==> config.mk <==
export PLATFORM = sky130hd
export DESIGN_NAME = ci_trigger_averager
export DESIGN_NICKNAME = d
export VERILOG_FILES = /design/src/rtl/ci_avg_pkg.sv /design/src/rtl/ci_avg_channel.sv /design/src/rtl/ci_trigger_averager.sv
export SDC_FILE = /design/constraint.sdc
export NUM_CORES = 1
export LEC_CHECK = 0
export ABC_AREA = 1
export CAP_MARGIN = 20
export CORE_AREA = 2 2 466 468
export CTS_BUF_LIST = sky130_fd_sc_hd__clkbuf_16
export CTS_CLUSTER_SIZE = 20
export DETAILED_ROUTE_END_ITERATION = 8
export DIE_AREA = 0 0 468 470
export GPL_TIMING_DRIVEN = 0
export REMOVE_ABC_BUFFERS = 1
export SETUP_SLACK_MARGIN = 0.15
export SYNTH_ARGS = -nofsm -noshare
export SYNTH_HDL_FRONTEND = slang
export SYNTH_SLANG_ARGS = --single-unit
==> constraint.sdc <==
create_clock -name clk -period 14.25 [get_ports clk]
set_input_delay 2.1375 -clock clk [delete_from_list [all_inputs] [get_ports clk]]
set_output_delay 2.1375 -clock clk [all_outputs]
set_load 0.1 [all_outputs]
==> src/rtl/ci_avg_pkg.sv <==
// ci_avg_pkg: shared state encoding, control/status word indices and the averaging-count clamp
// for ci_trigger_averager.
package ci_avg_pkg;

    typedef enum logic [2:0] {
        S_IDLE    = 3'd0,
        S_ARMED   = 3'd1,
        S_HOLDOFF = 3'd2,
        S_ACCUM   = 3'd3,
        S_DONE    = 3'd4
    } state_t;

    localparam int CTL_CFG   = 0;
    localparam int CTL_LOG2  = 1;
    localparam int CTL_HOLD  = 2;
    localparam int CTL_LEVEL = 3;

    localparam int CFG_EN    = 0;
    localparam int CFG_ARM   = 1;
    localparam int CFG_SRC   = 2;
    localparam int CFG_REARM = 3;

    localparam int ST_STATE = 0;
    localparam int ST_DONE  = 1;
    localparam int ST_MISS  = 2;
    localparam int ST_SYNC  = 3;

    function automatic logic [3:0] clamp_log2(input logic [3:0] n, input logic [3:0] max_n);
        return (n > max_n) ? max_n : n;
    endfunction

endpackage

==> src/rtl/ci_avg_channel.sv <==
// ci_avg_channel: one channel's boxcar accumulator and divide-by-2^N output stage.
// CI_AVG_ROUND_EN selects round-half-up instead of a truncating arithmetic shift.
module ci_avg_channel
    import ci_avg_pkg::*;
#(
    parameter int DATA_W   = 16,
    parameter int MAX_LOG2 = 12
) (
    input  logic                     clk,
    input  logic                     reset,
    input  logic                     acc_en,
    input  logic                     done,
    input  logic [3:0]               n,
    input  logic signed [DATA_W-1:0] sample,
    output logic signed [DATA_W-1:0] avg
);
    localparam int AW = DATA_W + MAX_LOG2;

    logic signed [AW-1:0]     acc_q, acc_d;
    logic signed [DATA_W-1:0] avg_q, avg_d;
`ifdef CI_AVG_ROUND_EN
    logic signed [AW:0]       bias, sum;
`endif

    // The accumulator only holds a value while accumulating; every other state clears it.
    always_comb begin
        acc_d = acc_en ? acc_q + AW'(sample) : '0;
`ifdef CI_AVG_ROUND_EN
        bias  = (n == 4'd0) ? '0 : (AW+1)'(1) << (n - 4'd1);
        sum   = (AW+1)'(acc_q) + bias;
        avg_d = done ? DATA_W'(sum >>> n) : avg_q;
`else
        avg_d = done ? DATA_W'(acc_q >>> n) : avg_q;
`endif
    end

    always_ff @(posedge clk or posedge reset) begin
        if (reset) begin
            acc_q <= '0;
            avg_q <= '0;
        end else begin
            acc_q <= acc_d;
            avg_q <= avg_d;
        end
    end

    assign avg = avg_q;

endmodule

==> src/rtl/ci_trigger_averager.sv <==
// ci_trigger_averager: trigger-gated boxcar averager over NUM_CH signed channels with
// control/status register arrays. Define CI_AVG_ROUND_EN for rounded averages.
module ci_trigger_averager
    import ci_avg_pkg::*;
#(
    parameter int NUM_CH    = 4,
    parameter int DATA_W    = 16,
    parameter int MAX_LOG2  = 12,
    parameter int HOLDOFF_W = 16
) (
    input  logic                       clk,
    input  logic                       reset,
    input  logic [31:0]                sync,
    input  logic [NUM_CH*DATA_W-1:0]   inputs,
    input  logic                       exttrig,
    output logic [NUM_CH*DATA_W-1:0]   outputs,
    output logic                       avg_valid,
    input  logic [31:0]                control [16],
    output logic [31:0]                status  [16]
);
    state_t                   state_q, state_d;
    logic                     arm_q, ext_q, valid_q, valid_d;
    logic signed [DATA_W-1:0] ch0_q, ch0, thr;
    logic [3:0]               n_q, n_d;
    logic [HOLDOFF_W-1:0]     hold_q, hold_d, hcnt_q, hcnt_d;
    logic [MAX_LOG2:0]        scnt_q, scnt_d;
    logic [31:0]              done_cnt_q, done_cnt_d, miss_q, miss_d, sync_q, sync_d;
    logic                     en, arm_edge, trig, hold_go, accum_last, unused;

    always_comb begin
        ch0        = inputs[DATA_W-1:0];
        thr        = control[CTL_LEVEL][DATA_W-1:0];
        en         = control[CTL_CFG][CFG_EN];
        arm_edge   = control[CTL_CFG][CFG_ARM] & ~arm_q;
        trig       = control[CTL_CFG][CFG_SRC] ? (ch0_q < thr && ch0 >= thr) : (exttrig & ~ext_q);
        hold_go    = hold_q == '0 || hcnt_q == hold_q - HOLDOFF_W'(1);
        accum_last = scnt_q == ((MAX_LOG2+1)'(1) << n_q) - (MAX_LOG2+1)'(1);
        hcnt_d     = state_q == S_HOLDOFF ? hcnt_q + HOLDOFF_W'(1) : '0;
        scnt_d     = state_q == S_ACCUM ? scnt_q + (MAX_LOG2+1)'(1) : '0;
        valid_d    = en && state_q == S_DONE;
        done_cnt_d = done_cnt_q + 32'(valid_d);
        miss_d     = ((state_q == S_HOLDOFF || state_q == S_ACCUM) && trig && miss_q != '1) ? miss_q + 32'd1 : miss_q;
        state_d    = state_q;
        sync_d     = sync_q;
        n_d        = n_q;
        hold_d     = hold_q;
        case (state_q)
            S_IDLE:    if (arm_edge) state_d = S_ARMED;
            S_ARMED:   if (trig) begin
                state_d = S_HOLDOFF;
                sync_d  = sync;
            end
            S_HOLDOFF: if (hold_go) state_d = S_ACCUM;
            S_ACCUM:   if (accum_last) state_d = S_DONE;
            S_DONE:    state_d = control[CTL_CFG][CFG_REARM] ? S_ARMED : S_IDLE;
            default:   state_d = S_IDLE;
        endcase
        if (!en) begin
            state_d = S_IDLE;
            sync_d  = sync_q;
        end
        // Capture parameters are frozen on every entry to ARMED, including auto-rearm.
        if (state_d == S_ARMED && state_q != S_ARMED) begin
            n_d    = clamp_log2(control[CTL_LOG2][3:0], 4'(MAX_LOG2));
            hold_d = control[CTL_HOLD][HOLDOFF_W-1:0];
        end
    end

    always_comb begin
        unused = 1'b0;
        for (int i = 0; i < 16; i++) unused = unused ^ (^control[i]);
    end

    always_ff @(posedge clk or posedge reset) begin
        if (reset) begin
            state_q    <= S_IDLE;
            arm_q      <= 1'b0;
            ext_q      <= 1'b0;
            ch0_q      <= '0;
            valid_q    <= 1'b0;
            n_q        <= '0;
            hold_q     <= '0;
            hcnt_q     <= '0;
            scnt_q     <= '0;
            done_cnt_q <= '0;
            miss_q     <= '0;
            sync_q     <= '0;
        end else begin
            state_q    <= state_d;
            arm_q      <= control[CTL_CFG][CFG_ARM];
            ext_q      <= exttrig;
            ch0_q      <= ch0;
            valid_q    <= valid_d;
            n_q        <= n_d;
            hold_q     <= hold_d;
            hcnt_q     <= hcnt_d;
            scnt_q     <= scnt_d;
            done_cnt_q <= done_cnt_d;
            miss_q     <= miss_d;
            sync_q     <= sync_d;
        end
    end

    always_comb begin
        for (int i = 0; i < 16; i++) status[i] = '0;
        status[ST_STATE] = 32'(state_q);
        status[ST_DONE]  = done_cnt_q;
        status[ST_MISS]  = miss_q;
        status[ST_SYNC]  = sync_q;
    end

    assign avg_valid = valid_q;

    for (genvar k = 0; k < NUM_CH; k++) begin : g_ch
        ci_avg_channel #(.DATA_W(DATA_W), .MAX_LOG2(MAX_LOG2)) u_ch (
            .clk    (clk),
            .reset  (reset),
            .acc_en (state_q == S_ACCUM),
            .done   (valid_d),
            .n      (n_q),
            .sample (inputs[k*DATA_W +: DATA_W]),
            .avg    (outputs[k*DATA_W +: DATA_W])
        );
    end

endmodule
==> impl_metrics.tcl <==
set metrics [dict create \
    synth_top_family_by_area "simple AND/OR/NAND/NOR gates" \
    first_iter_violations 1810 \
    die_y_um 470 \
    rsz0062_at_grt "false" \
    setup_viol 0 \
    cts_buffers 46 \
    synth_compound_area_share_pct 17.5 \
    cts_sinks 343 \
    crit_chain "clkdlybuf4s50_1 -> ha_1 -> nand2_1 -> inv_1 -> nand3_1 -> nor3_1 -> nand2_1 -> nand2_1 -> nand2_1 -> nand3_1 -> nand2_1 -> nand2_1 -> nand2_2 -> nand3b_2 -> clkinv_2 -> nand3_1 -> nand2_1" \
    syn_to_final_growth_pct 26.9 \
    clkTransAtPathRegs_ps 60 \
    synth_top_area_share_pct 32.3 \
    worst_pin_slew_ps 1190 \
    period_needed_ps 5940 \
    synth_cell_types 62 \
    arrival_ps 6460 \
    firstDrtPassIters 5 \
    netlist_top_cells_area "dfrtp_1, nand2_1, buf_4, o21ai_0, ha_1" \
    port_buffers 302 \
    vias_per_cell 3.64 \
    drive_gt1_share_pct 4.35 \
    yosys_warnings 0 \
    cp_max_fo 21 \
    hpwl_um 87900 \
    cp_slowest_cell "clkdlybuf4s50_1" \
    cellLeakagePower_nw 15.2 \
    worst_slack_ps 8310 \
    cp.required_ps 14770 \
    peakVddDrop_mv 0.0862 \
    synthSimpleGateAreaFrac_pct 21.6 \
    grt_pass1_vias 22900 \
    grt_pass1_wl_um 157000 \
    core-area_um2 216000 \
    fin_util_pct 15.6 \
    powerDensity_nw_per_um2 127 \
    cts-hold-fix-buffers 0 \
    crit_top_cell "nand2_1" \
    synth-async-reset-ratio_pct 100 \
    gp_congestion 0.864 \
    status "completed" \
    start_util_pct 12.3 \
    synth.area.mux_share_pct 0.452 \
    drtAntennaViolNets 0 \
    yosys.area.top_type "dfrtp_1" \
    grt_max_degree 110 \
    synthAdderAreaFrac_pct 7.22 \
    setup_tns_ps 0 \
    synthCells 3644 \
    cts_resized 0 \
    post-cts-setup-buffer-count 0 \
    synth_xor_area_share_pct 3.59 \
    wl_um 111000 \
    skew_ps 68.7 \
    max_stage_delay_ps 860 \
    ys_seq_elements 343 \
    drv_cap 0 \
    die_x_um 468 \
    worstSetupPathType "in2reg" \
    avgSynthCellArea_um2 7.30 \
    dp.cells 6723 \
    ioPinCount 1188 \
    ys_seq_area_share_pct 32.3 \
    die_area_um2 220000 \
    pre_cts_slack_ps 7540 \
    yosys-top-cells-count "nand2_1, buf_4, o21ai_0, dfrtp_1, a21oi_1" \
    hold_class "reg2reg" \
    vias 24800 \
    synth.most_common_cell "nand2_1" \
    grt_overflow 0 \
    hold_viol_final 0 \
    h-tree-depth 2 \
    wl_per_cell_um 16.3 \
    synth-edff-count 0 \
    cp-start-kind "primary input" \
    final.period_utilization_pct 41.7 \
    fmax_ghz 0.168 \
    synth.cell_area_um2 26600 \
    final_cells 6816 \
    cts_tree "yes" \
    rows 171 \
    clk_path_buf_depth 3 \
    drc_errors 0 \
    max_slew_margin_pct 20.6 \
    clkLatencyLatePin_ps 670 \
    ys.flop_type "dfrtp_1" \
    fin_nets 4682 \
    cp-end-kind "flop" \
    root_buffer "clkbuf_16" \
    slew_violations 0 \
    antenna_found_initial 40 \
    grtUsageTotal_pct 9.68 \
]
worst max-delay path, delay by kind of cell:
kind,cells,cell delay (ps)
adders and majority gates,1,610
buffers and inverters,3,1430
and+or+nand+nor,13,2230
routing by layer:
metal	routed length, um	vias to the layer above	GRT usage (%)
met5	98	-	0
met4	2570	18	1.96
met3	8840	153	2.47
met2	52600	1058	16.6
met1	46700	11700	12.1
li1	-	11900	-
through the flow:
step           power, mW  area, um^2  hold slack, ps
5_1_grt             4.51       33700             506
3_3_place_gp        2.95       31100             463
3_5_place_dp        3.05       32100             462
2_1_floorplan       2.41       24500             454
4_1_cts             4.34       33700             470
6_report            4.27       33700             472
cells by family (layout without fill, tap and decap cells):
| group | Yosys count | after routing |
|---|---|---|
| buffers and inverters | 789 | 691 |
| xor gates and xnor gates | 109 | 109 |
| AOI/OAI and AO/OA | 835 | 835 |
| DFF | 343 | 343 |
| adders and majority gates | 151 | 151 |
| other | 1 | 417 |
| and+or+nand+nor | 1404 | 1404 |
| muxes | 12 | 12 |
layout make-up:
| cell class | count | area [um^2] |
|---|---|---|
| fill | 24500 | 182000 |
| multi-input combinational | 2924 | 15000 |
| sequential | 343 | 8590 |
| timing repair buffer | 347 | 4020 |
| tap | 2854 | 3570 |
| clock buffer | 46 | 1150 |
| inverter | 258 | 987 |
| clock inverter | 40 | 432 |
| antenna | 4 | 10.0 |
path summary, 6_finish.rpt:
path,startpoint,to,slack [ps],cells past startpoint
min,done_cnt_q[31]$_DFF_PP0_,done_cnt_q[31]$_DFF_PP0_,470,1
max,inputs[15],hold_q[12]$_DFFE_PP0P_,8310,17
min in group asynchronous,reset,g_ch[1].u_ch.acc_q[3]$_DFF_PP0_,1940,2
max reg2reg,n_q[0]$_DFFE_PP0P_,hold_q[12]$_DFFE_PP0P_,9290,18
max in group asynchronous,reset,ch0_q[9]$_DFF_PP0_,10510,5
min reg2reg,done_cnt_q[31]$_DFF_PP0_,done_cnt_q[31]$_DFF_PP0_,470,1
report_power, final:
group          total (mW)  switching, mW  internal (mW)
sequential           1.14          0.104           1.04
clock                1.26          0.550          0.710
combinational        1.87           1.48          0.391
registers in the layout, summed over array words and instances, names as in the netlist:
signal / flops
hold_q: 16
g_ch.u_ch.avg: 64
g_ch.u_ch.acc_q: 112
ext_q: 1
arm_q: 1
miss_q: 32
ch0_q: 16
avg_valid: 1
done_cnt_q: 32
n_q: 4
sync_q: 32
scnt_q: 13
hcnt_q: 16
state_q: 3
cells in the final DEF, fill, tap and decap left out, types with 47 or more instances in the layout:
cell               n
a21oi_1          268
clkbuf_16         47
clkdlybuf4s50_1  297
conb_1           413
dfrtp_1          339
ha_1             147
inv_1            252
nand2_1          867
nand3_1          136
nor2_1           261
nor3_1            56
o21ai_0          399
xor2_1            72
No activity file was read; power rests on OpenSTA's default activity.
